==> src/rtl/alu_pkg.sv <==
// Shared definitions for the ALU operand stage: ALU op codes, forwarding selects, load actions.
package alu_pkg;

    typedef enum logic [3:0] {
        ALU_AND   = 4'd0,
        ALU_OR    = 4'd1,
        ALU_NAND  = 4'd2,
        ALU_NOR   = 4'd3,
        ALU_ADDU  = 4'd4,
        ALU_SUBU  = 4'd5,
        ALU_SLT   = 4'd6,
        ALU_EQUAL = 4'd7
    } alu_ctrl_e;

    typedef enum logic [1:0] {
        FWD_REG   = 2'd0,
        FWD_EXMEM = 2'd1,
        FWD_MEMWB = 2'd2
    } fwd_sel_e;

    typedef enum logic [1:0] {
        LdHold,
        LdBubble,
        LdCapture
    } stage_ld_e;

    // A bubble executes AND on zero operands; its result is never written back.
    localparam alu_ctrl_e CTRL_BUBBLE = ALU_AND;

endpackage

==> src/rtl/alu_fwd_mux.sv <==
// One operand's forwarding compare and select: EX/MEM beats MEM/WB, register 0 never forwarded.
module alu_fwd_mux
    import alu_pkg::*;
#(
    parameter int unsigned DW = 32,
    parameter int unsigned AW = 5
) (
    input  logic [AW-1:0] addr,
    input  logic [DW-1:0] reg_data,
    input  logic          exmem_we,
    input  logic [AW-1:0] exmem_rd,
    input  logic [DW-1:0] exmem_res,
    input  logic          memwb_we,
    input  logic [AW-1:0] memwb_rd,
    input  logic [DW-1:0] memwb_data,
    output logic [DW-1:0] data,
    output fwd_sel_e      sel
);

    always_comb begin
        sel = FWD_REG;
        if (exmem_we && (exmem_rd != '0) && (exmem_rd == addr)) begin
            sel = FWD_EXMEM;
        end else if (memwb_we && (memwb_rd != '0) && (memwb_rd == addr)) begin
            sel = FWD_MEMWB;
        end
    end

    always_comb begin
        data = reg_data;
        unique case (sel)
            FWD_EXMEM: data = exmem_res;
            FWD_MEMWB: data = memwb_data;
            default:   data = reg_data;
        endcase
    end

endmodule

==> src/rtl/alu_operand_stage.sv <==
// ID/EX stage feeding the ALU: operand registers, forwarding and load-use hazard detection.
// Define ALU_OPND_FWD_EN for forwarding; otherwise every RAW dependency stalls via hazard_o.
module alu_operand_stage
    import alu_pkg::*;
#(
    parameter int unsigned DW = 32,
    parameter int unsigned AW = 5,
    parameter int unsigned CW = 4
) (
    input  logic          clk_i,
    input  logic          rst_i,
    input  logic          flush_i,
    input  logic          stall_i,
    input  logic          in_valid_i,
    input  logic [AW-1:0] rs_addr_i,
    input  logic [AW-1:0] rt_addr_i,
    input  logic [AW-1:0] rd_addr_i,
    input  logic [DW-1:0] rs_data_i,
    input  logic [DW-1:0] rt_data_i,
    input  logic [DW-1:0] imm_i,
    input  logic          alusrc_i,
    input  logic [CW-1:0] ctrl_i,
    input  logic          reg_write_i,
    input  logic          mem_read_i,
    input  logic          exmem_we_i,
    input  logic [AW-1:0] exmem_rd_i,
    input  logic [DW-1:0] exmem_res_i,
    input  logic          memwb_we_i,
    input  logic [AW-1:0] memwb_rd_i,
    input  logic [DW-1:0] memwb_data_i,
    output logic [DW-1:0] src1_o,
    output logic [DW-1:0] src2_o,
    output logic [CW-1:0] ctrl_o,
    output logic [DW-1:0] store_o,
    output logic [AW-1:0] rd_o,
    output logic          reg_write_o,
    output logic          mem_read_o,
    output logic          valid_o,
    output logic          hazard_o
);

    localparam logic [CW-1:0] CtrlBubble = CW'(CTRL_BUBBLE);

    logic          valid_q, valid_d;
    logic          reg_write_q, reg_write_d;
    logic          mem_read_q, mem_read_d;
    logic          alusrc_q, alusrc_d;
    logic [CW-1:0] ctrl_q, ctrl_d;
    logic [AW-1:0] rd_q, rd_d;
    logic [AW-1:0] rs_addr_q, rs_addr_d;
    logic [AW-1:0] rt_addr_q, rt_addr_d;
    logic [DW-1:0] rs_data_q, rs_data_d;
    logic [DW-1:0] rt_data_q, rt_data_d;
    logic [DW-1:0] imm_q, imm_d;

    logic [DW-1:0] rs_fwd, rt_fwd;
    logic          load_use;
    stage_ld_e     ld_act;

    function automatic logic src_dep(input logic we, input logic [AW-1:0] rd,
                                     input logic [AW-1:0] rs, input logic [AW-1:0] rt,
                                     input logic use_rt);
        return we && (rd != '0) && ((rd == rs) || (use_rt && (rd == rt)));
    endfunction

    assign load_use = in_valid_i &
                      src_dep(valid_q & mem_read_q, rd_q, rs_addr_i, rt_addr_i, !alusrc_i);

`ifdef ALU_OPND_FWD_EN
    fwd_sel_e rs_sel, rt_sel;
    logic     unused_sel;

    alu_fwd_mux #(.DW(DW), .AW(AW)) u_fwd_rs (
        .addr       (rs_addr_q),
        .reg_data   (rs_data_q),
        .exmem_we   (exmem_we_i),
        .exmem_rd   (exmem_rd_i),
        .exmem_res  (exmem_res_i),
        .memwb_we   (memwb_we_i),
        .memwb_rd   (memwb_rd_i),
        .memwb_data (memwb_data_i),
        .data       (rs_fwd),
        .sel        (rs_sel)
    );

    alu_fwd_mux #(.DW(DW), .AW(AW)) u_fwd_rt (
        .addr       (rt_addr_q),
        .reg_data   (rt_data_q),
        .exmem_we   (exmem_we_i),
        .exmem_rd   (exmem_rd_i),
        .exmem_res  (exmem_res_i),
        .memwb_we   (memwb_we_i),
        .memwb_rd   (memwb_rd_i),
        .memwb_data (memwb_data_i),
        .data       (rt_fwd),
        .sel        (rt_sel)
    );

    assign unused_sel = ^{rs_sel, rt_sel};
    assign hazard_o   = load_use;
`else
    logic unused_fwd;

    assign rs_fwd     = rs_data_q;
    assign rt_fwd     = rt_data_q;
    assign unused_fwd = ^{exmem_res_i, memwb_data_i, rs_addr_q, rt_addr_q};
    // Without bypass paths, any in-flight writer of a source must drain first.
    assign hazard_o   = load_use | (in_valid_i &
                        (src_dep(valid_q & reg_write_q, rd_q, rs_addr_i, rt_addr_i, !alusrc_i) |
                         src_dep(exmem_we_i, exmem_rd_i, rs_addr_i, rt_addr_i, !alusrc_i) |
                         src_dep(memwb_we_i, memwb_rd_i, rs_addr_i, rt_addr_i, !alusrc_i)));
`endif

    always_comb begin
        ld_act = LdCapture;
        if (flush_i) begin
            ld_act = LdBubble;
        end else if (stall_i) begin
            ld_act = LdHold;
        end else if (hazard_o) begin
            ld_act = LdBubble;
        end
    end

    always_comb begin
        valid_d     = valid_q;
        reg_write_d = reg_write_q;
        mem_read_d  = mem_read_q;
        alusrc_d    = alusrc_q;
        ctrl_d      = ctrl_q;
        rd_d        = rd_q;
        rs_addr_d   = rs_addr_q;
        rt_addr_d   = rt_addr_q;
        rs_data_d   = rs_data_q;
        rt_data_d   = rt_data_q;
        imm_d       = imm_q;
        unique case (ld_act)
            LdBubble: begin
                valid_d     = 1'b0;
                reg_write_d = 1'b0;
                mem_read_d  = 1'b0;
                alusrc_d    = 1'b0;
                ctrl_d      = CtrlBubble;
                rd_d        = '0;
                rs_addr_d   = '0;
                rt_addr_d   = '0;
                rs_data_d   = '0;
                rt_data_d   = '0;
                imm_d       = '0;
            end
            LdCapture: begin
                valid_d     = in_valid_i;
                reg_write_d = reg_write_i & in_valid_i;
                mem_read_d  = mem_read_i & in_valid_i;
                alusrc_d    = alusrc_i;
                ctrl_d      = ctrl_i;
                rd_d        = rd_addr_i;
                rs_addr_d   = rs_addr_i;
                rt_addr_d   = rt_addr_i;
                rs_data_d   = rs_data_i;
                rt_data_d   = rt_data_i;
                imm_d       = imm_i;
            end
            default: ;
        endcase
    end

    always_ff @(posedge clk_i or posedge rst_i) begin
        if (rst_i) begin
            valid_q     <= 1'b0;
            reg_write_q <= 1'b0;
            mem_read_q  <= 1'b0;
            alusrc_q    <= 1'b0;
            ctrl_q      <= CtrlBubble;
            rd_q        <= '0;
            rs_addr_q   <= '0;
            rt_addr_q   <= '0;
            rs_data_q   <= '0;
            rt_data_q   <= '0;
            imm_q       <= '0;
        end else begin
            valid_q     <= valid_d;
            reg_write_q <= reg_write_d;
            mem_read_q  <= mem_read_d;
            alusrc_q    <= alusrc_d;
            ctrl_q      <= ctrl_d;
            rd_q        <= rd_d;
            rs_addr_q   <= rs_addr_d;
            rt_addr_q   <= rt_addr_d;
            rs_data_q   <= rs_data_d;
            rt_data_q   <= rt_data_d;
            imm_q       <= imm_d;
        end
    end

    assign src1_o      = rs_fwd;
    assign src2_o      = alusrc_q ? imm_q : rt_fwd;
    assign store_o     = rt_fwd;
    assign ctrl_o      = ctrl_q;
    assign rd_o        = rd_q;
    assign reg_write_o = reg_write_q;
    assign mem_read_o  = mem_read_q;
    assign valid_o     = valid_q;

endmodule

==> config.mk <==
export PLATFORM = sky130hd
export DESIGN_NAME = alu_operand_stage
export DESIGN_NICKNAME = d
export VERILOG_FILES = /design/src/rtl/alu_pkg.sv /design/src/rtl/alu_fwd_mux.sv /design/src/rtl/alu_operand_stage.sv
export SDC_FILE = /design/constraint.sdc
export NUM_CORES = 1
export LEC_CHECK = 0
export CAP_MARGIN = 10
export CORE_MARGIN = 2
export CORE_UTILIZATION = 29
export CTS_BUF_LIST = sky130_fd_sc_hd__clkbuf_16
export CTS_CLUSTER_SIZE = 20
export DETAILED_ROUTE_END_ITERATION = 10
export PLACE_DENSITY = 0.67
export RECOVER_POWER = 50
export SLEW_MARGIN = 20
export SYNTH_ARGS = -nofsm -noshare
export SYNTH_HDL_FRONTEND = slang
export SYNTH_SLANG_ARGS = --single-unit
==> constraint.sdc <==
create_clock -name clk_i -period 7.3 [get_ports clk_i]
set_input_delay 0.73 -clock clk_i [delete_from_list [all_inputs] [get_ports clk_i]]
set_output_delay 0.73 -clock clk_i [all_outputs]
set_load 0.005 [all_outputs]
==> results.cfg <==
[outcome]
status = finished, violations left
violations = max-capacitance violations, max-slew violations

[worst_setup_path]
start_kind = primary input
crit_path_max_fanout = 86
critical_path_arrival_ns = 4.23
crit_type = in -> reg
worstPathRequired_ns = 7.50
endpoint_kind = register

[pwr]
seqPwrFrac = 0.455
power_leakage_nw = 3.42
p_sw_frac = 0.250
p_comb_frac = 0.184
powerDensity_nw_per_um2 = 181
peakVddDrop_v = 0.000135
p_total_mw = 1.44
p_int_mw = 1.08
switching_power_mw = 0.359
clock_power_share = 0.361

[clock_tree]
clk_pin_slew_ns = 0.07
post-cts-setup-buffer-count = 0
cts_resized = 0
insertion_delay_ns = 0.35
cts_sinks = 109
cts_hold_buf = 0
h-tree-depth = 3
cts_tree = done
clockBufferDepth = 2
numCtsBuffers = 9
root_buffer = clkbuf_16

[synthesis]
ys_types = 22
yosysMostFrequentCell = nand2_1
synth_commonest_cells = 209 x nand2_1, 109 x dfrtp_1, 105 x o21ai_0
synthesis.nets = 758
synth_top_cell_by_area = dfrtp_1
ys_warn_count = 0
synth_top_cell_area_share = 0.542
synthFlopType = dfrtp_1
synth_area_um2 = 5030
async_reset_ff_frac = 1.00
synth_edf_count = 0
synth-seq-area-share = 0.542
synth_area_leaders = dfrtp_1 54%, nand2_1 16%, o21ai_0 10%, mux2_2 7.2%, xnor2_1 4.7%
netlist_instances = 558
synth_seq_cells = 109
syn_avg_cell_area_um2 = 9.02

[cells_and_area]
drive_gt1_frac = 0.0652
fillers = 1688
area_growth_pct = 58.1
diodes = 0
fin_area_um2 = 7960
nets = 977

[sta]
period_share = 0.552
finalHoldViolCount = 0
timing.fmax_mhz = 248
period_minus_slack_ns = 4.03
fin_hold_ws_ns = 0.480
relSlewSlack = -0.689
finalSetupViolations = 0
rsz0062_at_grt = no
maxSlewViolCount = 56
setup_tns_ns = 0
worst_pin_slew_ns = 2.52
skew_ns = 0.00958

[grt]
grt_pass1_wl_um = 24300
grt_max_degree = 87
grt_usage = 0.169
antenna_found_initial = 0
grt_overflow = 0
grt_pass1_vias = 4498

[floorplanning]
rows = 48
die-area_um2 = 18400
boundaryPins = 308
core_um2 = 17100
die_x_um = 136
die_h_um = 136
start_util = 0.294

[placed_design]
place_area_um2 = 7650
hpwl_um = 10700
numPortBuffers = 243
gp_congestion = 0.765

[detailed_routing]
drt-initial-drc-count = 218
wl_um = 15400
avgRoutedWirePerCell_um = 15.3
vias_per_cell = 4.53
antenna_left = 0
drc_errors = 0
num_vias = 4559
firstDrtPassIters = 4

[job]
drv_cap = 1

[min_path]
hp-class = reg -> reg
## power by group through the flow
stage	clock network, mW	registers (mW)	logic (mW)
floorplan	0	0.664	0.107
global placement	0	0.666	0.274
global route	0.561	0.659	0.291
finish	0.518	0.655	0.265
CTS	0.536	0.656	0.277
detailed placement	0	0.667	0.275
## flip-flops by register name, summed over array words and instances, names as in the netlist
name and cells:
store_o 32, rd_o 5, alusrc_q 1, src1_o 32, imm_q 32, valid_o 1
mem_read_o 1, reg_write_o 1, ctrl_o 4
## path summary, 6_finish.rpt
kind                               start          end  slack [ns]  depth (start not counted)
min                            src1_o[4]    src1_o[4]        0.48                          2
max                        memwb_rd_i[2]    imm_q[24]        3.27                          8
min in group asynchronous          rst_i    src1_o[5]        1.51                          2
max reg2reg                      rd_o[4]    imm_q[24]        4.00                          8
min reg2reg                    src1_o[4]    src1_o[4]        0.48                          2
max in group asynchronous          rst_i  store_o[28]        4.14                          3
## stage by stage
stage	util	std cells	setup slack, ns
3_5_place_dp	0.447	991	2.86
2_1_floorplan	-	558	3.70
5_1_grt	0.465	1007	2.94
3_3_place_gp	0.447	991	2.91
4_1_cts	0.465	1007	3.23
6_report	0.465	1007	3.27
## routing by layer
| layer | track usage | part of all wire |
|---|---|---|
| met1 | 0.220 | 0.44 |
| met2 | 0.274 | 0.48 |
| met3 | 0.0393 | 0.060 |
| met4 | 0.0625 | 0.018 |
| met5 | 0 | 0 |
## cells in the final DEF (no fill, tap or decap), types with 2 or more instances in the layout
| cell type | netlist | final |
|---|---|---|
| nand2_1 | 209 | 209 |
| clkdlybuf4s50_1 | 0 | 166 |
| dfrtp_1 | 109 | 109 |
| o21ai_0 | 105 | 105 |
| dlygate4sd3_1 | 0 | 77 |
| mux2_2 | 32 | 32 |
| xnor2_1 | 27 | 27 |
| clkbuf_16 | 0 | 9 |
| nand3_1 | 5 | 5 |
| a22o_1 | 5 | 5 |
| buf_4 | 0 | 5 |
| inv_1 | 3 | 4 |
| nand4_1 | 3 | 3 |
| xor2_1 | 3 | 3 |
| o32ai_1 | 3 | 3 |
| o21a_1 | 3 | 3 |
| nor2_1 | 3 | 3 |
| or4_1 | 2 | 2 |
| bufinv_16 | 0 | 2 |
| clkinv_1 | 0 | 2 |
## critical path, stage by stage
cell	delay, ns
clkdlybuf4s50_1	0.49
or4_1	0.53
o21a_1	0.18
a222oi_1	0.59
o31a_1	0.23
ha_4	0.63
buf_4	0.61
o21ai_0	0.20
## layout make-up
cell class	count	area (µm²)	area share
inverter	3	12.5	0.00157
timing repair buffer	248	2470	0.310
clock buffer	9	225	0.0283
tap	225	282	0.0354
clock inverter	7	82.6	0.0104
multi-input combinational	406	2160	0.271
sequential	109	2730	0.343
## logic make-up after synthesis
kind of cell,count (synthesis),synth area share
AND/OR/NAND/NOR,224,0.172
AO/OA/AOI/OAI,119,0.128
flip-flops,109,0.542
buffers and inverters,43,0.0321
multiplexers,32,0.0716
XOR/XNOR,30,0.0522
adder cells (fa/ha/maj),1,0.00249
No activity file was read; power rests on OpenSTA's default activity.
